**config.mk**
```make
export PLATFORM = sky130hd
export DESIGN_NAME = cordic_cos_seq
export DESIGN_NICKNAME = d
export VERILOG_FILES = /design/src/rtl/cordic_cos_seq.sv
export SDC_FILE = /design/constraint.sdc
export NUM_CORES = 1
export LEC_CHECK = 0
export ABC_AREA = 1
export BUFFER_PORTS_ARGS = -buffer_cell sky130_fd_sc_hd__buf_2
export CELL_PAD_IN_SITES_DETAIL_PLACEMENT = 2
export CELL_PAD_IN_SITES_GLOBAL_PLACEMENT = 2
export CORE_MARGIN = 2
export CORE_UTILIZATION = 35
export DETAILED_ROUTE_END_ITERATION = 10
export GPL_TIMING_DRIVEN = 0
export PLACE_DENSITY_LB_ADDON = 0.3
export SLEW_MARGIN = 20
export SYNTH_ARGS = -nofsm -noshare
export SYNTH_HDL_FRONTEND = slang
export SYNTH_SLANG_ARGS = --single-unit
```
**constraint.sdc**
```tcl
create_clock -name clk -period 5.3 [get_ports clk]
set_clock_uncertainty 0.1 [all_clocks]
set_input_delay 0.265 -clock clk [delete_from_list [all_inputs] [get_ports clk]]
set_output_delay 0.265 -clock clk [all_outputs]
set_load 0.005 [all_outputs]
```
**src/rtl/cordic_cos_seq.sv**
```systemverilog
// Iterative rotation-mode CORDIC: one micro-rotation per clock, start/done handshake,
// returns cosine and sine of a clamped signed Q2.20 angle as signed Q2.20 values.
module cordic_cos_seq #(
  parameter int ITER = 20,
  parameter int W    = 22
) (
  input  logic                clk,
  input  logic                reset,
  input  logic                start,
  input  logic signed [W-1:0] angle,
  output logic                busy,
  output logic                done,
  output logic signed [W-1:0] cos_out,
  output logic signed [W-1:0] sin_out
);

  localparam int IW = W + 2;
  localparam int CW = 5;
  localparam logic [CW-1:0] LAST = CW'(ITER - 1);

  localparam logic signed [W-1:0] ANG_MAX = {2'b01, {(W-2){1'b0}}};
  localparam logic signed [W-1:0] ANG_MIN = {2'b11, {(W-2){1'b0}}};
  localparam logic signed [W-1:0] OUT_MAX = {1'b0, {(W-1){1'b1}}};
  localparam logic signed [W-1:0] OUT_MIN = {1'b1, {(W-1){1'b0}}};
  localparam logic signed [W:0]   SAT_MAX = {2'b00, {(W-1){1'b1}}};
  localparam logic signed [W:0]   SAT_MIN = {2'b11, {(W-1){1'b0}}};
  // CORDIC gain compensation 0.607252935 scaled by 2^22 (internal Q2.22)
  localparam logic signed [IW-1:0] K_INIT = IW'(32'sd2547003);

  typedef enum logic [0:0] {IDLE = 1'b0, RUN = 1'b1} state_t;

  state_t               state_r, state_nxt_s;
  logic signed [IW-1:0] x_r, y_r, z_r;
  logic signed [IW-1:0] x_nxt_s, y_nxt_s, z_nxt_s;
  logic signed [IW-1:0] x_iter_s, y_iter_s, z_iter_s;
  logic signed [IW-1:0] x_sh_s, y_sh_s, atan_s;
  logic signed [W-1:0]  clamp_s;
  logic signed [W:0]    cos_rnd_s, sin_rnd_s;
  logic [CW-1:0]        cnt_r, cnt_nxt_s;
  logic                 busy_r, busy_nxt_s, done_r, done_nxt_s;
  logic signed [W-1:0]  cos_r, sin_r, cos_nxt_s, sin_nxt_s;

  // atan(2^-i) scaled by 2^22; entries beyond ITER-1 are never addressed
  function automatic logic signed [IW-1:0] atan_rom(input logic [CW-1:0] idx);
    logic signed [IW-1:0] val;
    case (idx)
      5'd0:    val = IW'(32'sd3294199);
      5'd1:    val = IW'(32'sd1944679);
      5'd2:    val = IW'(32'sd1027515);
      5'd3:    val = IW'(32'sd521583);
      5'd4:    val = IW'(32'sd261803);
      5'd5:    val = IW'(32'sd131029);
      5'd6:    val = IW'(32'sd65531);
      5'd7:    val = IW'(32'sd32767);
      5'd8:    val = IW'(32'sd16384);
      5'd9:    val = IW'(32'sd8192);
      5'd10:   val = IW'(32'sd4096);
      5'd11:   val = IW'(32'sd2048);
      5'd12:   val = IW'(32'sd1024);
      5'd13:   val = IW'(32'sd512);
      5'd14:   val = IW'(32'sd256);
      5'd15:   val = IW'(32'sd128);
      5'd16:   val = IW'(32'sd64);
      5'd17:   val = IW'(32'sd32);
      5'd18:   val = IW'(32'sd16);
      5'd19:   val = IW'(32'sd8);
      5'd20:   val = IW'(32'sd4);
      5'd21:   val = IW'(32'sd2);
      default: val = {IW{1'b0}};
    endcase
    return val;
  endfunction

  function automatic logic signed [W-1:0] sat_out(input logic signed [W:0] v);
    logic signed [W-1:0] r;
    if (v > SAT_MAX) begin
      r = OUT_MAX;
    end else if (v < SAT_MIN) begin
      r = OUT_MIN;
    end else begin
      r = v[W-1:0];
    end
    return r;
  endfunction

  // input clamp to [-1.0, +1.0] keeps the angle inside the convergence range
  always_comb begin
    if (angle > ANG_MAX) begin
      clamp_s = ANG_MAX;
    end else if (angle < ANG_MIN) begin
      clamp_s = ANG_MIN;
    end else begin
      clamp_s = angle;
    end
  end

  // one micro-rotation plus round-half-up of the two LSB guard bits
  always_comb begin
    x_sh_s = x_r >>> cnt_r;
    y_sh_s = y_r >>> cnt_r;
    atan_s = atan_rom(cnt_r);
    if (z_r[IW-1]) begin
      x_iter_s = x_r + y_sh_s;
      y_iter_s = y_r - x_sh_s;
      z_iter_s = z_r + atan_s;
    end else begin
      x_iter_s = x_r - y_sh_s;
      y_iter_s = y_r + x_sh_s;
      z_iter_s = z_r - atan_s;
    end
    // (v + 2) >>> 2 equals floor(v/4) plus bit 1 of v
    cos_rnd_s = {x_iter_s[IW-1], x_iter_s[IW-1:2]} + {{W{1'b0}}, x_iter_s[1]};
    sin_rnd_s = {y_iter_s[IW-1], y_iter_s[IW-1:2]} + {{W{1'b0}}, y_iter_s[1]};
  end

  // next-state and next-output logic
  always_comb begin
    state_nxt_s = state_r;
    x_nxt_s     = x_r;
    y_nxt_s     = y_r;
    z_nxt_s     = z_r;
    cnt_nxt_s   = cnt_r;
    busy_nxt_s  = busy_r;
    done_nxt_s  = 1'b0;
    cos_nxt_s   = cos_r;
    sin_nxt_s   = sin_r;
    case (state_r)
      IDLE: begin
        if (start) begin
          x_nxt_s     = K_INIT;
          y_nxt_s     = {IW{1'b0}};
          z_nxt_s     = {clamp_s, 2'b00};
          cnt_nxt_s   = {CW{1'b0}};
          busy_nxt_s  = 1'b1;
          state_nxt_s = RUN;
        end else begin
          busy_nxt_s  = 1'b0;
        end
      end
      RUN: begin
        x_nxt_s   = x_iter_s;
        y_nxt_s   = y_iter_s;
        z_nxt_s   = z_iter_s;
        cnt_nxt_s = cnt_r + {{(CW-1){1'b0}}, 1'b1};
        if (cnt_r == LAST) begin
          cos_nxt_s   = sat_out(cos_rnd_s);
          sin_nxt_s   = sat_out(sin_rnd_s);
          done_nxt_s  = 1'b1;
          busy_nxt_s  = 1'b0;
          cnt_nxt_s   = {CW{1'b0}};
          state_nxt_s = IDLE;
        end else begin
          busy_nxt_s  = 1'b1;
        end
      end
      default: begin
        busy_nxt_s  = 1'b0;
        cnt_nxt_s   = {CW{1'b0}};
        state_nxt_s = IDLE;
      end
    endcase
  end

  // state, datapath and output registers
  always_ff @(posedge clk or posedge reset) begin
    if (reset) begin
      state_r <= IDLE;
      x_r     <= {IW{1'b0}};
      y_r     <= {IW{1'b0}};
      z_r     <= {IW{1'b0}};
      cnt_r   <= {CW{1'b0}};
      busy_r  <= 1'b0;
      done_r  <= 1'b0;
      cos_r   <= {W{1'b0}};
      sin_r   <= {W{1'b0}};
    end else begin
      state_r <= state_nxt_s;
      x_r     <= x_nxt_s;
      y_r     <= y_nxt_s;
      z_r     <= z_nxt_s;
      cnt_r   <= cnt_nxt_s;
      busy_r  <= busy_nxt_s;
      done_r  <= done_nxt_s;
      cos_r   <= cos_nxt_s;
      sin_r   <= sin_nxt_s;
    end
  end

  assign busy    = busy_r;
  assign done    = done_r;
  assign cos_out = cos_r;
  assign sin_out = sin_r;

endmodule

```
# Word level (Yosys, flattened, before mapping)
# Memory sizes are Yosys's and may differ from the RTL's.
# Cells that the tools add are included.
[totals] latchBits=0 input_bits=25 n_memories=1 output_inout_bits=46 ff_bits=123 rom_bits=704 mem_bits_rw=0 elab_cells=53
[classes] order_cmp=6 n_div=0 reduce_logical=1 n_mul=0 n_mux=23 eq_ne=2 add_sub_neg=9 bitwise_logic=1 n_shift=2
[memory_table] name="(no name shown)" words=32 width=22 rd=1 rd_clocked_by_memory_dff=0 write_ports=0 line_no="46" text="case (idx)"
[ops] cell="2-to-1 mux 24 bit" count=6
[ops] cell="one-hot mux 24 bit (2 select lines)" count=3
[ops] cell="2-to-1 mux 22 bit" count=6
[ops] cell="adder 24 bit" count=3
[ops] cell="subtractor 24 bit" count=3
[ops] cell=">>> shifter 24 x 5 -> 24 bit" count=2
[ops] cell="adder 22 x 2 -> 23 bit" count=2
[ops] cell="> comparator 23 x 22 -> 1 bit, second input constant" count=2
[ops] cell="< comparator 23 x 22 -> 1 bit, second input constant" count=2
[ops] cell="> comparator 22 bit, second input constant" count=1
[ops] cell="< comparator 22 x 21 -> 1 bit, second input constant" count=1
[ops] cell="2-to-1 mux 5 bit" count=2
[ops] cell="one-hot mux 5 bit (2 select lines)" count=1
[ops] cell="adder 5 x 1 -> 5 bit, second input constant" count=1
[ops] cell="equality test 5 bit, second input constant" count=1
[ops] cell="2-to-1 mux 1 bit" count=4
[ops] cell="inequality test 2 bit, second input constant" count=1
[ops] cell="one-hot mux 1 bit (2 select lines)" count=1
[ops] cell="AND reduction 2 bit" count=1
[ops] cell="NOT 1 bit" count=1

# Depth between registers and ports, before layout
# Gate-level depths: netlist (run 1).
[depth] word_depth=7 depth_mapped=41 depth_no_buf=39

# Worst setup path before layout (run 1)
# OpenSTA, ideal clock, no wires.
[synth_path] kind="register to register" from="reg cnt_r[0]" to="reg cos_r[2], in the netlist cos_out[2]" path_stages_with_launch=36 synth_period_minus_slack_ns=4.643 required_time_ns=5.087 path_buffers=3 setup_slack_ns=0.657 t_arrival_ns=4.430 setup_ns=0.113 cell_sequence="dfrtp_1 -> buf_4 -> buf_6 -> nand2_1 -> nand3_1 -> nand3_1 -> nand2_1 -> nand2_1 -> nand2_1 -> nor2_2 -> ha_1 -> nand3_1 -> or2_1 -> nor3_1 -> nand3_1 -> nand2_1 -> xor2_1 -> inv_1 -> ha_1 -> nand2_1 -> nor2_1 -> inv_1 -> nor3_1 -> nand2_1 -> nand2_1 -> xor2_2 -> nand2_1 -> nor2_2 -> nand4_1 -> nor2_1 -> nand3_2 -> buf_6 -> nand2_1 -> nand3_2 -> nand2_1 -> inv_1"
[synth_via] elab_chain_len=7 word_cells_on_any_way=11 cone_classes="add/sub: 3; order compare: 2; eq/ne: 1; shift: 1; mux: 3; reduce/logical: 1"
[synth_rtl] item="from (decl)" line_no="39" text="logic [CW-1:0] cnt_r, cnt_nxt_s;"
[synth_rtl] item="from (signal assigned)" line_no="171" text="cnt_r <= {CW{1'b0}};"
[synth_rtl] item="from (signal assigned)" line_no="181" text="cnt_r <= cnt_nxt_s;"
[synth_rtl] item=">>> shifter 24 x 5 -> 24 bit" line_no="100" text="y_sh_s = y_r >>> cnt_r;"
[synth_rtl] item="subtractor 24 bit / adder 24 bit (equally long branches)" line_no="107, 103"
[synth_rtl] item="2-to-1 mux 24 bit" line_no="102" text="if (z_r[IW-1]) begin"
[synth_rtl] item="adder 22 x 2 -> 23 bit" line_no="112" text="cos_rnd_s = {x_iter_s[IW-1], x_iter_s[IW-1:2]} + {{W{1'b0}}, x_iter_s[1]};"
[synth_rtl] item="< comparator 23 x 22 -> 1 bit" line_no="78" text="end else if (v < SAT_MIN) begin"
[synth_rtl] item="2-to-1 mux 22 bit" line_no="78"
[synth_rtl] item="2-to-1 mux 22 bit" line_no="76" text="if (v > SAT_MAX) begin"
[synth_rtl] item="to (signal assigned)" line_no="174" text="cos_r <= {W{1'b0}};"
[synth_rtl] item="to (signal assigned)" line_no="184" text="cos_r <= cos_nxt_s;"
[synth_rtl] item="to (decl)" line_no="41" text="logic signed [W-1:0] cos_r, sin_r, cos_nxt_s, sin_nxt_s;"
# Parallel ways exist; a longest one is shown, timed or not.
# A chain may end at the register's enable or synchronous reset.

# Worst setup path in the final report (run 1)
[layout_path] from="reg cnt_r[0]" to="reg cos_r[1], in the netlist cos_out[1]"
# Same word-level chain as after synthesis.

==> summary.txt, run 1 <==
STA
  • Max-slew headroom: 13.0%
  • Final-report hold violation count: 0
  • Tightest Pin Transition: 1.30 ns
  • Setup_tns: -37.30 ns
  • Final count of pins violating max slew: 0
  • Setup-failing EPs final: 54
  • Period Utilization, post-route: 117%
  • Setup slack after layout: -0.905 ns
  • Final min period: 6.20 ns
  • RSZ-0062 raised after global routing: true
  • Hold Slack: 0.00147 ns
  • Fmax: around 160 MHz

Die
  • I/O Pins: 71
  • Die Wd: 211 um
  • Number of placement rows: 76
  • Total core area: 42800 um^2
  • Starting Density: 35.2%
  • Die area: 44700 um^2
  • Die Span Y: 211 um

Global routing
  • Total GRT Usage: around 40%
  • Global-route wire length before repair: 133000 um
  • Total global routing overflow: 0
  • Vias in the first global route: around 21000
  • Initial antenna violation count: 4
  • Largest net degree at the start of global routing: 70

Worst setup path
  • FF-to-FF path depth: 33
  • Max stage delay on crit path: between 0.5 and 0.6 ns
  • Required time worst endpoint: approximately 5.6 ns
  • Maximum fanout along the worst path: 8
  • Critical Path Source Type: flip-flop
  • Crit-path slowest cell: dfrtp_2
  • CP arrival: 6.54 ns
  • Critical path class: flip-flop to flip-flop
  • Most common cell on crit path: nand2_2
  • CP endpoint kind: flip-flop

Synthesis
  • Syn nets: 2603
  • Synthesized area: 15100 um^2
  • Mean Syn Cell Area: 6.06 um^2
  • Top_reg_cell synth: dfrtp_1
  • Synth warn: 0
  • Async set-reset flop share out of synthesis: 100%
  • Cell variety after synth: 57
  • Seq/Total Area, Yosys: 20.4%
  • Number of flops mapped to enable cells by yosys: 0
  • Post-Synthesis Cells: 2485
  • Register bit total from synthesis: 123

Run status
  • Failing checks: setup timing
  • Status: finished, violations left

Clock tree
  • Clock root buffer: clkbuf_16
  • Worst-path clk slew: 0.08 ns
  • Cts bufs inserted: 17
  • H-tree lvl count: 4
  • CTS tree: done
  • Clock Latency Late Sink: 0.53 ns
  • Clk sink count: 123
  • Maximum root-to-sink buffer count: 2

Placement
  • IO Port Bufs: 70
  • Hpwl dp: a little over 60000 um
  • Final GP Congestion: between 0.9 and 1
  • Pre-CTS setup slack: -1.20 ns

Finish
  • Share of cells above drive strength 1: 31.4%
  • Fill count: 4953
  • Area delta synth->final: 38.2%
  • Final net count: roughly 2800

Hold path
  • Type of the most critical hold path: input pin to flip-flop
  • Hold depth: 3

Detailed routing
  • Vias per cell: 6.49
  • DR DRC count: 0
  • DR pass1 iterations: 5
  • Routed Antenna Nets: 0
  • Routed length per instance: about 34 um
  • DR vias: 21331
  • Initial DRC count: 2051
  • WL final: 113000 um

Flow run
  • Max Cap Violations: 0
-- worst max-delay path, delay by kind of cell, from the launching register on --
family | cells | cell delay [ns]
buffers and inverters | 8 | 1.13
AOI/OAI and AO/OA | 6 | 1.63
and+or+nand+nor | 16 | 2.00
DFF | 1 | 0.53
xor gates and xnor gates | 1 | 0.21
adders and majority gates | 2 | 0.47
-- layer usage --
metal | part of all wire [%] | global-route usage [%] | vias to the layer above
li1 | - | - | 8566
met1 | 36 | 48.3 | 10681
met2 | 45 | 67.0 | 1435
met3 | 9.3 | 6.68 | 645
met4 | 9.7 | 23.8 | 4
met5 | 0.020 | 0 | -
-- kinds of logic after synthesis --
logic type	Yosys count	share of synthesized area, %
and+or+nand+nor	1430	41.5
DFF	123	20.4
AOI/OAI and AO/OA	339	13.1
adders and majority gates	93	7.87
buffers and inverters	396	10.8
xor gates and xnor gates	104	6.20
-- cells in the final DEF, fill, tap and decap left out, drive strengths merged, types with 9 or more instances in the layout --
cell,n
clkbuf,53
nor3,33
or2,31
a31oi,24
nor2,226
nand3,276
ha,90
xnor2,33
inv,312
o21ai,129
nand4,53
a21oi,122
nand2,792
nand3b,9
buf,255
a2bb2oi,13
o22ai,19
xor2,71
dlygate4sd3,14
dfrtp,123
-- synthesized netlist by cell type (11+ instances only) --
library cell,n,share of area [%]
or2_2,30,1.2
o21ai_1,17,0.56
nand4_1,51,2.1
nand2_2,17,0.71
buf_2,21,0.70
xor2_1,68,4.0
clkbuf_1,38,0.95
a2bb2oi_2,11,1.1
a31oi_1,24,1.0
ha_1,90,7.5
o22ai_1,19,0.79
xnor2_1,33,1.9
nor3_1,30,1.0
nor2_1,205,5.1
nand3_1,259,8.6
a21oi_1,119,4.0
nand2_1,775,19
o21ai_0,111,3.7
buf_4,12,0.60
nand3_2,17,1.1
dfrtp_1,123,20
nor2_2,19,0.79
inv_1,297,7.4
-- final cells by class --
type / count / area (um^2) / area share, %
sequential: 123 / 3080 / 14.8
antenna: 2 / 5.00 / 0.0240
timing repair buffer: 223 / 1730 / 8.30
clock inverter: 14 / 184 / 0.884
buffer: 83 / 609 / 2.93
multi-input combinational: 1966 / 12900 / 61.9
inverter: 310 / 1210 / 5.80
clock buffer: 18 / 429 / 2.06
tap: 546 / 683 / 3.28
-- flip-flops by register name, indices dropped and copies added, names as in the netlist --
name,cells
busy,1
sin_out,22
z_r,24
x_r,24
done,1
cos_out,22
cnt_r,5
y_r,24
-- repair_timing --
item | in CTS | in global routing
hold buffers | 14 | 0
hold endpoints to repair | 67 | 0
pin swaps | 109 | 164
buffers inserted | 56 | 75
resized for setup | 347 | 367
cloned | 6 | 1
setup endpoints to repair | 60 | 54
-- final timing paths --
kind | startpoint | end | slack, ns
min | angle[14] | z_r[16] | 0.001
min reg2reg | sin_out[9] | sin_out[9] | 0.43
max | cnt_r[0] | cos_out[1] | -0.90
min in group asynchronous | reset | sin_out[13] | 0.20
max in group asynchronous | reset | x_r[1] | 4.08
max reg2reg | cnt_r[0] | cos_out[1] | -0.90
-- per-stage QoR --
step	util, %	instances	cell area (um^2)
finish	48.6	3285	20800
global placement	37.6	3101	16100
CTS	43.7	3208	18700
detailed placement	37.7	3103	16100
floorplan	-	2485	15100
global route	48.6	3283	20800
Power of run 1 is not shown: default switching activity piles up to over one toggle a cycle in this logic, so the estimate is an artifact.
==> run 2, diff against run 1 <==
Settings changed: CELL_PAD_IN_SITES_DETAIL_PLACEMENT 2 to not set, CELL_PAD_IN_SITES_GLOBAL_PLACEMENT 2 to not set, CORE_UTILIZATION 35 to 60, HOLD_SLACK_MARGIN set to 0.08.
==> summary.txt, run 2 (synthesized netlist as in run 1, its figures left out) <==
STA
  • RSZ-0062 raised after global routing: true
  • Max-slew headroom: 19.9% (+6.9 points)
  • Setup-failing EPs final: 41 (-24%)
  • Period Utilization, post-route: 108% (-9.4 points)
  • Fmax: 175 MHz (+8.8%)
  • Final-report hold violation count: 0 (unchanged)
  • Setup slack after layout: -0.405 ns (+0.500 ns)
  • Tightest Pin Transition: 1.20 ns (-0.103 ns)
  • Setup_tns: -8.82 ns (+28.48 ns)
  • Hold Slack: 0.126 ns (+0.124 ns)
  • Final min period: 5.70 ns (-0.500 ns)
  • Final count of pins violating max slew: 0 (unchanged)

Clock tree
  • Clock Latency Late Sink: 0.44 ns (-0.09 ns)
  • Clk sink count: 123 (unchanged)
  • Worst-path clk slew: 0.07 ns (about the same)
  • Clock root buffer: clkbuf_16
  • H-tree lvl count: 4 (unchanged)
  • Maximum root-to-sink buffer count: 2 (unchanged)
  • Cts bufs inserted: 17 (unchanged)
  • CTS tree: done

Detailed routing
  • DR pass1 iterations: 9 (+4)
  • WL final: 67400 um (-40%)
  • Vias per cell: 6.50 (+0.11%)
  • Initial DRC count: 3318 (+62%)
  • DR DRC count: 0 (unchanged)
  • Routed Antenna Nets: 0 (unchanged)
  • Routed length per instance: 22.6 um (-34%)
  • DR vias: 19398 (-9.1%)

Global routing
  • Total GRT Usage: 46.7% (+6.7 points)
  • Total global routing overflow: 0 (unchanged)
  • Initial antenna violation count: 2 (-2)
  • Vias in the first global route: 17611 (-17%)
  • Largest net degree at the start of global routing: 69 (-1.4%)
  • Global-route wire length before repair: 94700 um (-29%)

Worst setup path
  • Crit path depth: 26 (-21%)
  • Critical path class: flip-flop to flip-flop
  • Reg2reg start: z_r[23]
  • CP Buf/Inv Count: 8 (unchanged)
  • Required time worst endpoint: 5.58 ns (-0.06 ns)
  • Crit-path slowest cell: clkbuf_2
  • CP endpoint kind: flip-flop
  • Most common cell on crit path: nand2_1
  • CP delay by family, top: simple AND/OR/NAND/NOR gates
  • CP arrival: 5.98 ns (-0.56 ns)
  • FF-to-FF path depth: 26 (-21%)
  • Reg2reg setup slack: -0.40 ns (+0.50 ns)
  • Critical Path Source Type: flip-flop
  • Maximum fanout along the worst path: 10 (+2)
  • Worst reg2reg endpoint: cos_out[18]
  • Max stage delay on crit path: 0.52 ns (about the same)

Finish
  • Fill count: 1796 (-64%)
  • Most frequent cells in the layout: nand2_1, inv_1, nand3_1
  • Area delta synth->final: 23.1%
  • Final instance area: 18500 um^2 (-11%)
  • Final cell utilization of the core: 75.8% (+27 points)
  • Ant. Diodes: 0 (-2)
  • Multi-input logic area: 11600 um^2 (-10%)
  • Final net count: 2765 (-2.7%)
  • Storage cell area: 3080 um^2 (unchanged)
  • Regs by FF count: x_r x24, y_r x24, z_r x24
  • Most common cell after layout, fill and taps aside: nand2_1
  • Share of cells above drive strength 1: 21.6% (-9.8 points)

Placement
  • Placed cell area: 15900 um^2 (-1.8%)
  • IO Port Bufs: 70 (unchanged)
  • Final GP Congestion: 1.11 (+15%)
  • Hpwl dp: 46500 um (-24%)

Die
  • I/O Pins: 71 (unchanged)
  • Total core area: 24500 um^2 (-43%)
  • Die Span Y: 162 um (-23%)
  • Number of placement rows: 57 (-25%)
  • Die Wd: 162 um (-23%)
  • Starting Density: 61.6% (+26 points)
  • Die area: 26400 um^2 (-41%)

Hold path
  • Type of the most critical hold path: input pin to flip-flop
  • Hold depth: 3 (unchanged)
  • Hold Path Sink: z_r[16]
  • Hold Startpoint: angle[14]

Flow run
  • Max Cap Violations: 0 (unchanged)

Run status
  • Failing checks: setup timing
  • Status: finished, violations left
[run 2: changes by cell type in the layout (fill, tap and decap cells not counted), moves of 20 or more]
cell,delta
nor2_1,+35
nor2_4,-20
ha_4,-20
nand2_2,-50
buf_4,-68
nand2_4,-25
nand2_1,+75
[run 2: cell type report]
cell class / count / share of cell area [%]
plain buffers: 84 / 3.21
clock buffers: 18 / 2.37
clock inverters: 14 / 1.11
inverters: 310 / 6.42
multi-input cells: 1966 / 62.6
flip-flops and latches: 123 / 16.6
well taps: 324 / 2.19
repair buffers: 145 / 5.54
[run 2: routing by layer]
metal  track usage (%)  vias up  wire (um)
met1              55.0     8833      23100
met2              72.7     1643      28900
li1                  -     8410          -
met5                 0        -         15
met4              33.4        2       6380
met3              14.0      510       8990
[run 2: stage by stage]
| step | setup slack [ns] | instances |
|---|---|---|
| floorplan | 0.657 | 2485 |
| global placement | -0.763 | 2879 |
| detailed placement | -0.939 | 2880 |
| CTS | 0.00668 | 2936 |
| global route | -0.499 | 2984 |
| finish | -0.405 | 2984 |
[run 2: timing repair]
item,4_1_cts,5_1_grt
setup buffers,13,45
hold endpoints to repair,78,0
gates cloned,0,4
pin swaps,15,114
hold buffers,12,0
setup endpoints to repair,46,53
resized for setup,89,301
[run 2: worst reg2reg max path, stage by stage, from the launching register on]
cell,delay [ns]
dfrtp_1,0.36
clkbuf_1,0.27
inv_4,0.31
clkbuf_2,0.52
clkbuf_2,0.45
nand2_1,0.14
xnor2_1,0.14
inv_1,0.05
ha_1,0.38
a21oi_1,0.23
nand2_1,0.22
nand2_1,0.16
nand2_1,0.32
inv_1,0.20
nand2_1,0.07
nor2_1,0.18
nand4_1,0.25
nor2_2,0.20
nand4_1,0.16
nor2_2,0.20
nand4_1,0.12
nand2_2,0.13
nand2_4,0.13
buf_12,0.17
nand3_2,0.06
nand2_1,0.05
inv_1,0.06
[run 2: worst max path at each step]
stage	startpoint	to	slack [ns]
floorplan	cnt_r[0]	cos_out[2]	0.66
global placement	z_r[23]	sin_out[9]	-0.76
detailed placement	z_r[23]	sin_out[2]	-0.94
finish	z_r[23]	cos_out[18]	-0.40
CTS	cnt_r[1]	sin_out[2]	0.007
global route	cnt_r[0]	cos_out[2]	-0.50
Power of run 2 is left out for the same reason.
